### src/rtl/regfile_rename.sv
// Register file with rename scoreboard: per-register value, busy bit and owning ROB tag.
// Define REGFILE_BYPASS_EN to forward a same-cycle commit to the read ports.
module regfile_rename #(
    parameter int DATA_W = 32,
    parameter int ADDR_W = 5,
    parameter int TAG_W  = 4
) (
    input  logic              clk_in,
    input  logic              rst_n_in,
    input  logic              rdy_in,
    input  logic              iss_en,
    input  logic [ADDR_W-1:0] iss_rd,
    input  logic [TAG_W-1:0]  iss_tag,
    input  logic              cmt_en,
    input  logic [ADDR_W-1:0] cmt_rd,
    input  logic [TAG_W-1:0]  cmt_tag,
    input  logic [DATA_W-1:0] cmt_data,
    input  logic              flush,
    input  logic [ADDR_W-1:0] raddr1,
    input  logic [ADDR_W-1:0] raddr2,
    output logic [DATA_W-1:0] rdata1,
    output logic [DATA_W-1:0] rdata2,
    output logic              rbusy1,
    output logic              rbusy2,
    output logic [TAG_W-1:0]  rtag1,
    output logic [TAG_W-1:0]  rtag2
);

    localparam int NREG = 2 ** ADDR_W;

    logic commit_go;
    logic issue_go;
    logic flush_go;

    assign commit_go = rdy_in && cmt_en && (cmt_rd != '0);
    assign issue_go  = rdy_in && iss_en && (iss_rd != '0) && !flush;
    assign flush_go  = rdy_in && flush;

    logic [DATA_W-1:0] value_arr [NREG];
    logic              busy_arr  [NREG];
    logic [TAG_W-1:0]  tag_arr   [NREG];

    genvar gi;
    generate
        for (gi = 0; gi < NREG; gi++) begin : g_reg
            if (gi == 0) begin : g_zero
                assign value_arr[gi] = '0;
                assign busy_arr[gi]  = 1'b0;
                assign tag_arr[gi]   = '0;
            end else begin : g_live
                logic [DATA_W-1:0] value_reg;
                logic              busy_reg;
                logic [TAG_W-1:0]  tag_reg;
                logic              cmt_hit;
                logic              iss_hit;

                assign cmt_hit = commit_go && (cmt_rd == ADDR_W'(gi));
                assign iss_hit = issue_go && (iss_rd == ADDR_W'(gi));

                // Flush beats issue, issue beats the commit's ownership release.
                always_ff @(posedge clk_in or negedge rst_n_in) begin
                    if (!rst_n_in) begin
                        value_reg <= '0;
                        busy_reg  <= 1'b0;
                        tag_reg   <= '0;
                    end else begin
                        if (cmt_hit) begin
                            value_reg <= cmt_data;
                        end
                        if (flush_go) begin
                            busy_reg <= 1'b0;
                            tag_reg  <= '0;
                        end else if (iss_hit) begin
                            busy_reg <= 1'b1;
                            tag_reg  <= iss_tag;
                        end else if (cmt_hit && busy_reg && (tag_reg == cmt_tag)) begin
                            busy_reg <= 1'b0;
                            tag_reg  <= '0;
                        end
                    end
                end

                assign value_arr[gi] = value_reg;
                assign busy_arr[gi]  = busy_reg;
                assign tag_arr[gi]   = tag_reg;
            end
        end
    endgenerate

    logic [ADDR_W-1:0] raddr_arr [2];
    logic [DATA_W-1:0] rdata_arr [2];
    logic              rbusy_arr [2];
    logic [TAG_W-1:0]  rtag_arr  [2];

    assign raddr_arr[0] = raddr1;
    assign raddr_arr[1] = raddr2;

    generate
        for (gi = 0; gi < 2; gi++) begin : g_rd
            logic [DATA_W-1:0] rd_data;
            logic              rd_busy;
            logic [TAG_W-1:0]  rd_tag;

            always_comb begin
                rd_data = value_arr[raddr_arr[gi]];
                rd_busy = busy_arr[raddr_arr[gi]];
                rd_tag  = tag_arr[raddr_arr[gi]];
`ifdef REGFILE_BYPASS_EN
                // Show the post-commit view; a same-cycle issue is deliberately not forwarded.
                if (commit_go && (cmt_rd == raddr_arr[gi])) begin
                    rd_data = cmt_data;
                    if (rd_busy && (rd_tag == cmt_tag)) begin
                        rd_busy = 1'b0;
                        rd_tag  = '0;
                    end
                end
`endif
                if (!rd_busy) begin
                    rd_tag = '0;
                end
            end

            assign rdata_arr[gi] = rd_data;
            assign rbusy_arr[gi] = rd_busy;
            assign rtag_arr[gi]  = rd_tag;
        end
    endgenerate

    assign rdata1 = rdata_arr[0];
    assign rdata2 = rdata_arr[1];
    assign rbusy1 = rbusy_arr[0];
    assign rbusy2 = rbusy_arr[1];
    assign rtag1  = rtag_arr[0];
    assign rtag2  = rtag_arr[1];

endmodule

### config.mk
export PLATFORM = sky130hd
export DESIGN_NAME = regfile_rename
export DESIGN_NICKNAME = d
export VERILOG_FILES = /design/src/rtl/regfile_rename.sv
export SDC_FILE = /design/constraint.sdc
export NUM_CORES = 2
export LEC_CHECK = 0
export CAP_MARGIN = 25
export CORE_MARGIN = 1
export CORE_UTILIZATION = 40
export DETAILED_ROUTE_END_ITERATION = 7
export PLACE_DENSITY = 0.61
export SLEW_MARGIN = 25
export SYNTH_ARGS = -nofsm -noshare
export SYNTH_HDL_FRONTEND = slang
export SYNTH_SLANG_ARGS = --single-unit
export TNS_END_PERCENT = 20
### constraint.sdc
create_clock -name clk_in -period 4.34 [get_ports clk_in]
set_input_delay 0.868 -clock clk_in [delete_from_list [all_inputs] [get_ports clk_in]]
set_output_delay 0.868 -clock clk_in [all_outputs]
set_load 0.01 [all_outputs]
=== Yosys cells after proc, flatten, opt, wreduce, memory -nomap -nowiden ===
Index checks and enable logic that the tools add are counted.

* Word-level logic and storage cells: 560
* Bits in registers: 1147
* Output and inout bits: 74
* Input port bits: 66

* Order comparisons: 2
* Bitwise operators: 2
* Reduce and logical (&&, ||, !) cells: 164
* Mux-type cells: 206
* Equality and inequality tests: 93

{| class="wikitable"
|+ Operator list
! kind !! count
|-
| 4-bit 2-to-1 mux || 99
|-
| 32-bit binary-select mux with 5-bit select || 2
|-
| 5-bit equality test, second input constant || 32
|-
| 1-bit logical AND || 130
|-
| 32-bit 2-to-1 mux || 4
|-
| 4-bit equality test || 31
|-
| 1-bit 2-to-1 mux || 97
|-
| 3-bit nonzero test || 31
|-
| 5-bit by 4-bit equality test with 1-bit output, second input constant || 16
|-
| 4-bit binary-select mux with 5-bit select || 2
|-
| 5-bit by 3-bit equality test with 1-bit output, second input constant || 8
|-
| 5-bit by 2-bit equality test with 1-bit output, second input constant || 4
|-
| 6-bit >= comparator, second input constant || 2
|-
| 5-bit NOT with 6-bit output || 2
|-
| 1-bit binary-select mux with 5-bit select || 2
|-
| 5-bit by 1-bit equality test with 1-bit output, second input constant || 2
|-
| 5-bit nonzero test || 2
|-
| 1-bit zero test || 1
|}

=== Depth between registers and ports, before layout ===
* Depth after elaboration: 8
* Depth in mapped cells: 10
* Depth with buffers taken out: 5

=== Least setup slack after synthesis ===
Ideal clock, no wire load.

* Path kind: input to output
* Start: in raddr1[0]
* End: out rtag1[0]
* Required time: 3472 ps
* Buffers on the path: 4
* Slack: 879 ps
* Arrival: 2593 ps
* Cell stages on the path: 8
* Path through: buf_4 -> buf_8 -> buf_8 -> buf_6 -> a221oi_1 -> nor4_2 -> nor3_2 -> a2111oi_0

* Word-level cells in the longest chain between the ends: 5

{| class="wikitable"
|+ Ends and longest elaborated chain
! item !! RTL line !! text
|-
| start, declared || 19 || <nowiki>input logic [ADDR_W-1:0] raddr1,</nowiki>
|-
| 5-bit NOT with 6-bit output (not written as such) (*) || 106, 107 ||
|-
| 4-bit binary-select mux with 5-bit select or 1-bit binary-select mux with 5-bit select (tied branches) || 107, 106 ||
|-
| 4-bit 2-to-1 mux (not written as such) or 1-bit 2-to-1 mux (tied branches) (2 in series) || 107, 106 ||
|-
| 4-bit 2-to-1 mux (*) || 118 || <nowiki>if (!rd_busy) begin</nowiki>
|-
| end, declared || 25 || <nowiki>output logic [TAG_W-1:0] rtag1,</nowiki>
|}

Every way passes the cells marked *; elsewhere a longest branch is shown, timed or not. The select of a mux whose other input is x is not followed.

=== Worst setup path in the final report ===
* Start: reg g_reg[3].g_live.tag_reg[1]
* End: out rtag2[1]

* Word-level cells in the longest chain between the ends: 4

{| class="wikitable"
|+ Ends and longest elaborated chain
! item !! RTL line !! text
|-
| start, declared || 53 || <nowiki>logic [TAG_W-1:0] tag_reg;</nowiki>
|-
| start signal, assigned || 75 || <nowiki>tag_reg <= iss_tag;</nowiki>
|-
| 4-bit binary-select mux with 5-bit select || 107 || <nowiki>rd_tag = tag_arr[raddr_arr[gi]];</nowiki>
|-
| 4-bit 2-to-1 mux (not written as such) (2 in series) || 107 ||
|-
| 4-bit 2-to-1 mux || 118 ||
|-
| end, declared || 26 || <nowiki>output logic [TAG_W-1:0] rtag2</nowiki>
|}

Every way passes these cells. The select of a mux whose other input is x is not followed.

==> results.cfg <==
[placement]
io_buffers = 139
gp_congestion = 0.862
placed_area_um2 = 68000
pre_cts_slack_ns = 0.0448
place_hpwl_um = 119000

[critical_path]
regToRegSetupSlack_ns = 2.61
crit_path_end_kind = output port
critPathKind = reg -> out
cp_max_fo = 4
worstPathArrival_ns = 3.39
crit_path_start_kind = flop
crit_required_ns = 3.47

[synth]
syn_nets = 4271
synth_top_area_share_pct = 45.5
yosysTopAreaCell = dfrtp_1
ys_seq_elements = 1147
synth_edf_count = 0
yosys-top-cells-area = dfrtp_1 (46%), mux4_2 (20%), mux2_2 (15%)
netlist_instances = 4205
synth_ff_type = dfrtp_1
avgSynthCellArea_um2 = 15.0
yosysWarningCount = 0
synth_cell_types = 46
synthArstFlopShare_pct = 100
syn_area_um2 = 63100
ys_seq_area_share_pct = 45.5

[detailed_routing]
vias = 40100
wl_um = 195000
antenna_left = 0
drc = 0
first_pass_iters = 5
drt_iter0_markers = 3219
via_per_inst = 6.20
wl_per_cell_um = 30.2

[timing]
drv_slew = 0
tightestPinTransition_ns = 1.02
period_minus_slack_ns = 4.26
setup_slack_ns = 0.0806
slew_headroom_pct = 31.8
fin_skew_ns = 0.0216
holdWs_ns = 0.105
finalHoldViolCount = 0
fin_tns_setup_ns = 0
setup_viol = 0
rsz0062_at_grt = false
period_share_pct = 98.1
clock.fmax_ghz = 0.235

[die]
initial_core_util_pct = 40.3
fp.coreArea_um2 = 156000
die_x_um = 399
io_pins = 140
rows = 145
dieArea_um2 = 159000
die_h_um = 399

[global_route]
grt_overflow = 0
grt_pass1_vias = 41900
grt_use_total_pct = 24.9
grt_max_degree = 100
grt_pass1_wl_um = 292000
antenna_found_initial = 12

[flow_run]
max-cap-violations = 0

[power]
powerDensity_nw_per_um2 = 401
p_leak_nw = 32.0
irDropWorstVdd_mv = 0.385

[finish]
nets = 4363
synthToLayoutAreaGrowth_pct = 14.7
largest_reg_flops = 992
fin_util_pct = 46.3
drive_gt1_share_pct = 43.8
final_area_um2 = 72400

[clocking]
cts_made_buffers = 131
cts.path.max_buffers = 3
htreeDepth = 4
path_clk_slew_ns = 0.06
clkLatencyLatePin_ns = 0.79
hold_buffers = 0
cts_root_buffer = clkbuf_16
cts.sinks = 1147
cts_tree = built

[min_path]
worst_hold_path_type = in -> async

[status]
status = finished clean
==> cells by family after synthesis <==
family                 after synthesis  synth area share [%]
XOR/XNOR                           124                  1.72
AND/OR/NAND/NOR                    294                  2.42
AO/OA/AOI/OAI                      426                  5.43
multiplexers                      1772                  41.4
flip-flops                        1147                  45.5
buffers and inverters              442                  3.48
==> placed cells by master, fill, tap and decap left out, drive strengths merged, types with 49 or more instances in the layout <==
cell type      netlist  final
a211oi              90     90
a22o               193    193
buf                232    299
clkbuf             208    203
clkdlybuf4s50        0     98
dfrtp             1147   1147
mux2              1068   1068
mux2i              139    139
mux4               565    565
nor2                75     75
nor2b               49     49
xnor2               58     58
xor2                66     66
==> power by group <==
group / leakage [nW] / internal, W / total [W] / switching [W]
clock: 2.14 / 0.00658 / 0.0113 / 0.00477
combinational: 14.5 / 0.00280 / 0.00487 / 0.00207
sequential: 15.3 / 0.0119 / 0.0128 / 0.000872
total: 32.0 / 0.0213 / 0.0290 / 0.00771
==> repair_timing <==
action,CTS,global route
setup buffers,0,0
pin swaps,0,0
endpoints found under the setup margin,1,7
resized for setup,1,7
==> path summary, 6_finish.rpt <==
| path | startpoint | endpoint | depth (start not counted) |
|---|---|---|---|
| setup / recovery | g_reg[3].g_live.tag_reg[1] | rtag2[1] | 7 |
| hold / removal | rst_n_in | g_reg[21].g_live.value_reg[25] | 1 |
| setup reg to reg | g_reg[28].g_live.tag_reg[1] | g_reg[28].g_live.tag_reg[3] | 5 |
| hold reg to reg | g_reg[19].g_live.value_reg[1] | g_reg[19].g_live.value_reg[1] | 1 |
| max in group asynchronous | rst_n_in | g_reg[29].g_live.value_reg[4] | 2 |
| min in group clk_in | g_reg[19].g_live.value_reg[1] | g_reg[19].g_live.value_reg[1] | 1 |
==> area by class of cell <==
type,instances,area [um2]
fillers,13700,84000
multi-input cells,2616,32500
flip-flops and latches,1147,28700
repair buffers,399,4210
clock buffers,201,3870
well taps,2058,2570
clock inverters,36,515
diodes,4,10.0
inverters,2,7.51
==> critical path, stage by stage, from the launching register on <==
cell and delay (ns):
dfrtp_1 0.42, mux2_2 0.29, a221oi_2 0.34, a2111oi_0 0.17, buf_4 0.16, or4_1 0.49, and3_1 0.24, clkdlybuf4s50_1 0.50
==> Yosys cell counts (58+ instances only) <==
| library cell | n |
|---|---|
| dfrtp_1 | 1147 |
| mux2_2 | 818 |
| mux4_2 | 565 |
| mux2_1 | 250 |
| clkbuf_1 | 208 |
| a22o_1 | 193 |
| buf_2 | 149 |
| mux2i_1 | 139 |
| a211oi_1 | 90 |
| nor2_1 | 75 |
| xor2_1 | 66 |
| xnor2_1 | 58 |
==> stage by stage <==
stage               std cells  power (W)
floorplan                4205     0.0161
global placement         6221     0.0177
detailed placement       6222     0.0179
CTS                      6459     0.0293
global route             6459     0.0302
finish                   6463     0.0290
==> layer usage <==
layer | part of all wire, % | GRT usage, % | vias to the layer above
li1 | - | - | 16600
met5 | 0.054 | 0 | -
met1 | 43 | 34.7 | 21900
met3 | 6.4 | 4.92 | 323
met4 | 2.9 | 7.35 | 18
met2 | 47 | 39.5 | 1307
(Power assumes the default switching activity.)
